--- config.mk ---
export PLATFORM = sky130hd
export DESIGN_NAME = boundary_counter_nd
export DESIGN_NICKNAME = d
export VERILOG_FILES = /design/src/rtl/boundary_counter_nd.sv
export SDC_FILE = /design/constraint.sdc
export NUM_CORES = 1
export LEC_CHECK = 0
export BUFFER_PORTS_ARGS = -buffer_cell sky130_fd_sc_hd__buf_2
export CORE_ASPECT_RATIO = 0.5
export CORE_UTILIZATION = 56
export DETAILED_ROUTE_END_ITERATION = 10
export PLACE_DENSITY = 0.81
export SYNTH_ARGS = -nofsm -noshare
export SYNTH_HDL_FRONTEND = slang
export SYNTH_SLANG_ARGS = --single-unit
--- constraint.sdc ---
create_clock -name clk_in -period 3.15 [get_ports clk_in]
set_clock_uncertainty 0.2 [all_clocks]
set_input_delay 0.63 -clock clk_in [delete_from_list [all_inputs] [get_ports clk_in]]
set_output_delay 0.63 -clock clk_in [all_outputs]
set_load 0.02 [all_outputs]
--- src/rtl/boundary_counter_nd.sv ---
// DIMS-dimensional inclusive box scanner (dimension 0 innermost) with handshaked bounds loading.
// Optional macro BOUNDARY_COUNTER_ND_CONTINUOUS_EN: the scan restarts from min after the last tuple.
module boundary_counter_nd #(
  parameter  int MAX_COUNT = 1024,
  parameter  int DIMS      = 2,
  localparam int CW        = $clog2(MAX_COUNT)
) (
  input  logic               clk_in,
  input  logic               rst_in,
  input  logic               bounds_valid_in,
  input  logic [DIMS*CW-1:0] min_in,
  input  logic [DIMS*CW-1:0] max_in,
  output logic               bounds_ready_out,
  output logic               bounds_err_out,
  input  logic               start_in,
  input  logic               abort_in,
  input  logic               advance_in,
  output logic               valid_out,
  output logic [DIMS*CW-1:0] count_out,
  output logic [DIMS-1:0]    wrap_out,
  output logic               last_out,
  output logic               busy_out
);

`ifdef BOUNDARY_COUNTER_ND_CONTINUOUS_EN
  localparam bit CONTINUOUS = 1'b1;
`else
  localparam bit CONTINUOUS = 1'b0;
`endif

  typedef enum logic {IDLE, RUN} state_t;

  state_t             state_q, state_d;
  logic [DIMS*CW-1:0] min_q, max_q, count_q, count_next;
  logic [DIMS-1:0]    wrap;
  logic               err_q, bounds_ok, load_req, load_ok, transfer, at_last, carry;

  assign load_req = (state_q == IDLE) && bounds_valid_in;
  assign load_ok  = load_req && bounds_ok;
  assign transfer = (state_q == RUN) && advance_in;
  assign at_last  = &wrap;

  always_comb begin
    bounds_ok = 1'b1;
    for (int d = 0; d < DIMS; d++) begin
      if (min_in[d*CW +: CW] > max_in[d*CW +: CW]) bounds_ok = 1'b0;
    end
  end

  // Carry chain: a dimension steps only while every inner dimension sits at its max.
  always_comb begin
    carry      = 1'b1;
    count_next = count_q;
    for (int d = 0; d < DIMS; d++) begin
      if (carry) begin
        if (wrap[d]) begin
          count_next[d*CW +: CW] = min_q[d*CW +: CW];
        end else begin
          count_next[d*CW +: CW] = count_q[d*CW +: CW] + CW'(1);
          carry                  = 1'b0;
        end
      end
    end
  end

  always_ff @(posedge clk_in) begin
    if (rst_in) state_q <= IDLE;
    else        state_q <= state_d;
  end

  always_comb begin
    state_d = state_q;
    case (state_q)
      IDLE: if (start_in) state_d = RUN;
      RUN:  if (abort_in || (transfer && at_last && !CONTINUOUS)) state_d = IDLE;
    endcase
  end

  // A start in the same cycle as an accepted load scans the freshly loaded box.
  always_ff @(posedge clk_in) begin
    if (rst_in) begin
      min_q   <= '0;
      max_q   <= '0;
      count_q <= '0;
      err_q   <= 1'b0;
    end else begin
      err_q <= load_req && !bounds_ok;
      if (load_ok) begin
        min_q <= min_in;
        max_q <= max_in;
      end
      if (state_q == IDLE) begin
        if (start_in) count_q <= load_ok ? min_in : min_q;
      end else if (transfer && !abort_in && (!at_last || CONTINUOUS)) begin
        count_q <= count_next;
      end
    end
  end

  always_comb begin
    for (int d = 0; d < DIMS; d++) begin
      wrap[d] = (count_q[d*CW +: CW] == max_q[d*CW +: CW]);
    end
    valid_out        = (state_q == RUN);
    busy_out         = (state_q == RUN);
    bounds_ready_out = (state_q == IDLE);
    last_out         = (state_q == RUN) && at_last;
  end

  assign wrap_out       = wrap;
  assign count_out      = count_q;
  assign bounds_err_out = err_q;

endmodule

==> impl_metrics.env <==
export IMPL_status="finished clean"
export IMPL_vias=3469
export IMPL_synth_area_leaders="dfxtp_1 (33%), mux2i_1 (8.9%), ha_1 (7.2%), nor2_1 (4.7%), xor2_1 (4.6%)"
export IMPL_drc_errors=0
export IMPL_rsz0062_at_grt="false"
export IMPL_synth_top_cell_area_share=0.325
export IMPL_drt_initial_drc_count=297
export IMPL_worstMarginPinSlew_ns=0.703
export IMPL_grt_pass1_wl_um=15700
export IMPL_yosysSeqAreaShare=0.325
export IMPL_nNetsFinal=589
export IMPL_cts_max_path_buffers=2
export IMPL_critical_path_peak_fanout=8
export IMPL_syn_nets=511
export IMPL_grt_usage=0.288
export IMPL_cp_cell_sequence="xnor2_1 -> nand2_1 -> or4_1 -> inv_2 -> and3_1 -> buf_2"
export IMPL_cts_repair_resized=0
export IMPL_fin_setup_tns_ns=0
export IMPL_gr_total_overflow=0
export IMPL_detail_route_wl_per_cell_um=15.4
export IMPL_fin_cells=613
export IMPL_dp_cells=598
export IMPL_final_cell_area_sq_mm=0.00461
export IMPL_die_height_um=60.4
export IMPL_wl_um=9430
export IMPL_relSlewSlack=0.531
export IMPL_fp_dieW_um=119
export IMPL_port_buffers=72
export IMPL_ant_nets=0
export IMPL_avgSynthCellArea_sq_um=8.62
export IMPL_final_common_cell="buf_2"
export IMPL_crit_slowest_cell="or4_1"
export IMPL_period_share=0.907
export IMPL_dpl_hpwl_um=6930
export IMPL_cts_buffers=9
export IMPL_ctsHoldBuffers=0
export IMPL_num_rows=20
export IMPL_yosysWarningCount=0
export IMPL_slew_violations=0
export IMPL_worst_setup_path_start_kind="flop"
export IMPL_clk_pin_slew_ns=0.05
export IMPL_hold_viol=0
export IMPL_setup_viol=0
export IMPL_yosysUniqueCellTypes=50
export IMPL_via_per_inst=5.66
export IMPL_cp_data_arrival_time_ns=2.03
export IMPL_critPathLaunch="count_out[13]"
export IMPL_area_growth_pct=20.7
export IMPL_insertion_delay_ns=0.33
export IMPL_slowest_delay_ns=0.54
export IMPL_synthCells=443
export IMPL_drt_pass1_iterations=6
export IMPL_syn_area_sq_mm=0.00382
export IMPL_hold_start="min_q[9]"
export IMPL_cts_setup_buffers=0
export IMPL_drive_gt1_frac=0.227
export IMPL_n_antenna_cell=0
export IMPL_ys_flop_type="dfxtp_1"
export IMPL_critPathCaptureType="primary output"
export IMPL_core_area_sq_mm=0.00633
export IMPL_cp_num_buf_inv=2
export IMPL_power_leakage_nw=2.25
export IMPL_io_pins=73
export IMPL_cts_root_buf="clkbuf_16"
export IMPL_placedInstanceArea_sq_mm=0.00434
export IMPL_grt_pass1_vias=3352
export IMPL_crit_family="simple AND/OR/NAND/NOR gates"
export IMPL_ys_seq_elements=62
export IMPL_die_area_sq_mm=0.00717
export IMPL_clock_sinks=62
export IMPL_fin_crit_ns=2.86
export IMPL_max_freq_ghz=0.350
export IMPL_synth_edf_count=0
export IMPL_peakVddDrop_uv=343
export IMPL_antenna_found_initial=0
export IMPL_start_util=0.603
export IMPL_powerDensity_mw_per_mm2=523
export IMPL_postSynth_asyncResetShare=0
export IMPL_reg2reg_from="count_out[13]"
export IMPL_yosysTopAreaCell="dfxtp_1"
export IMPL_cap_violations=0
export IMPL_crit_type="flop to primary output"
export IMPL_gp_congestion=0.823
export IMPL_htree_levels=3
export IMPL_required_ns=2.32
export IMPL_hold_path_class="flop to flop"
export IMPL_most_common_layout_cells="buf_2 (72), dfxtp_1 (62), nor2_1 (48)"
export IMPL_grt_max_degree=35
export IMPL_cts_tree="built"
## final cells by class
| type | count | area, sq um |
|---|---|---|
| multi-input cells | 317 | 2300 |
| fillers | 500 | 1720 |
| flip-flops and latches | 62 | 1240 |
| repair buffers | 93 | 543 |
| clock buffers | 14 | 264 |
| inverters | 38 | 143 |
| well taps | 88 | 110 |
| clock inverters | 1 | 5.00 |
## cells in the mapped netlist (all sizes together) (5+ instances only)
cell,count
dfxtp,62
nor2,48
inv,38
nand2,35
mux2i,34
ha,22
xor2,20
a21oi,19
buf,14
nand3,14
xnor2,14
nand4,13
clkbuf,12
o211ai,12
a311oi,11
or2,11
and3,7
o21ai,7
o221ai,6
a211oi,5
## logic make-up after synthesis
kind of cell | share of synthesized area
AO/OA/AOI/OAI | 0.161
XOR/XNOR | 0.0780
adder cells (fa/ha/maj) | 0.0721
buffers and inverters | 0.0718
flip-flops | 0.325
multiplexers | 0.103
AND/OR/NAND/NOR | 0.189
## routing by layer
metal	vias up	GRT usage	wire [um]
li1	1710	-	-
met1	1609	0.355	4340
met2	124	0.481	4250
met3	26	0.0874	618
met4	0	0.130	218
met5	-	0	0
## per-stage QoR
step / utilization / setup slack, ns / hold WS, ns / total power [W]
2_1_floorplan: - / 0.312 / 0.236 / 0.00131
3_3_place_gp: 0.685 / 0.0978 / 0.242 / 0.00149
3_5_place_dp: 0.685 / -0.00456 / 0.249 / 0.00151
4_1_cts: 0.728 / 0.296 / 0.255 / 0.00241
5_1_grt: 0.728 / 0.118 / 0.273 / 0.00253
6_report: 0.728 / 0.293 / 0.254 / 0.00241
## flip-flops by register name (all words and copies together) (netlist names)
register        cells
busy_out            1
max_q              20
min_q              20
bounds_err_out      1
count_out          20
## worst reg2reg max path: stages, from the launching register on
cell and delay [ns]:
dfxtp_1 0.47, xnor2_1 0.16, nand2_1 0.06, or4_1 0.54, buf_4 0.21, o22a_1 0.44, a311oi_1 0.36
## power by group
group	internal [W]	switching [W]
Clock	0.000570	0.000339
Combinational	0.000254	0.000342
Sequential	0.000842	0.0000611
## path summary, 6_finish.rpt
path | cells past startpoint | end | slack [ns]
worst max-delay path | 6 | last_out | 0.29
worst min-delay path | 2 | min_q[9] | 0.25
worst max register to register | 6 | count_out[7] | 0.61
worst min register to register | 2 | min_q[9] | 0.25
No activity file was read; power rests on OpenSTA's default activity.
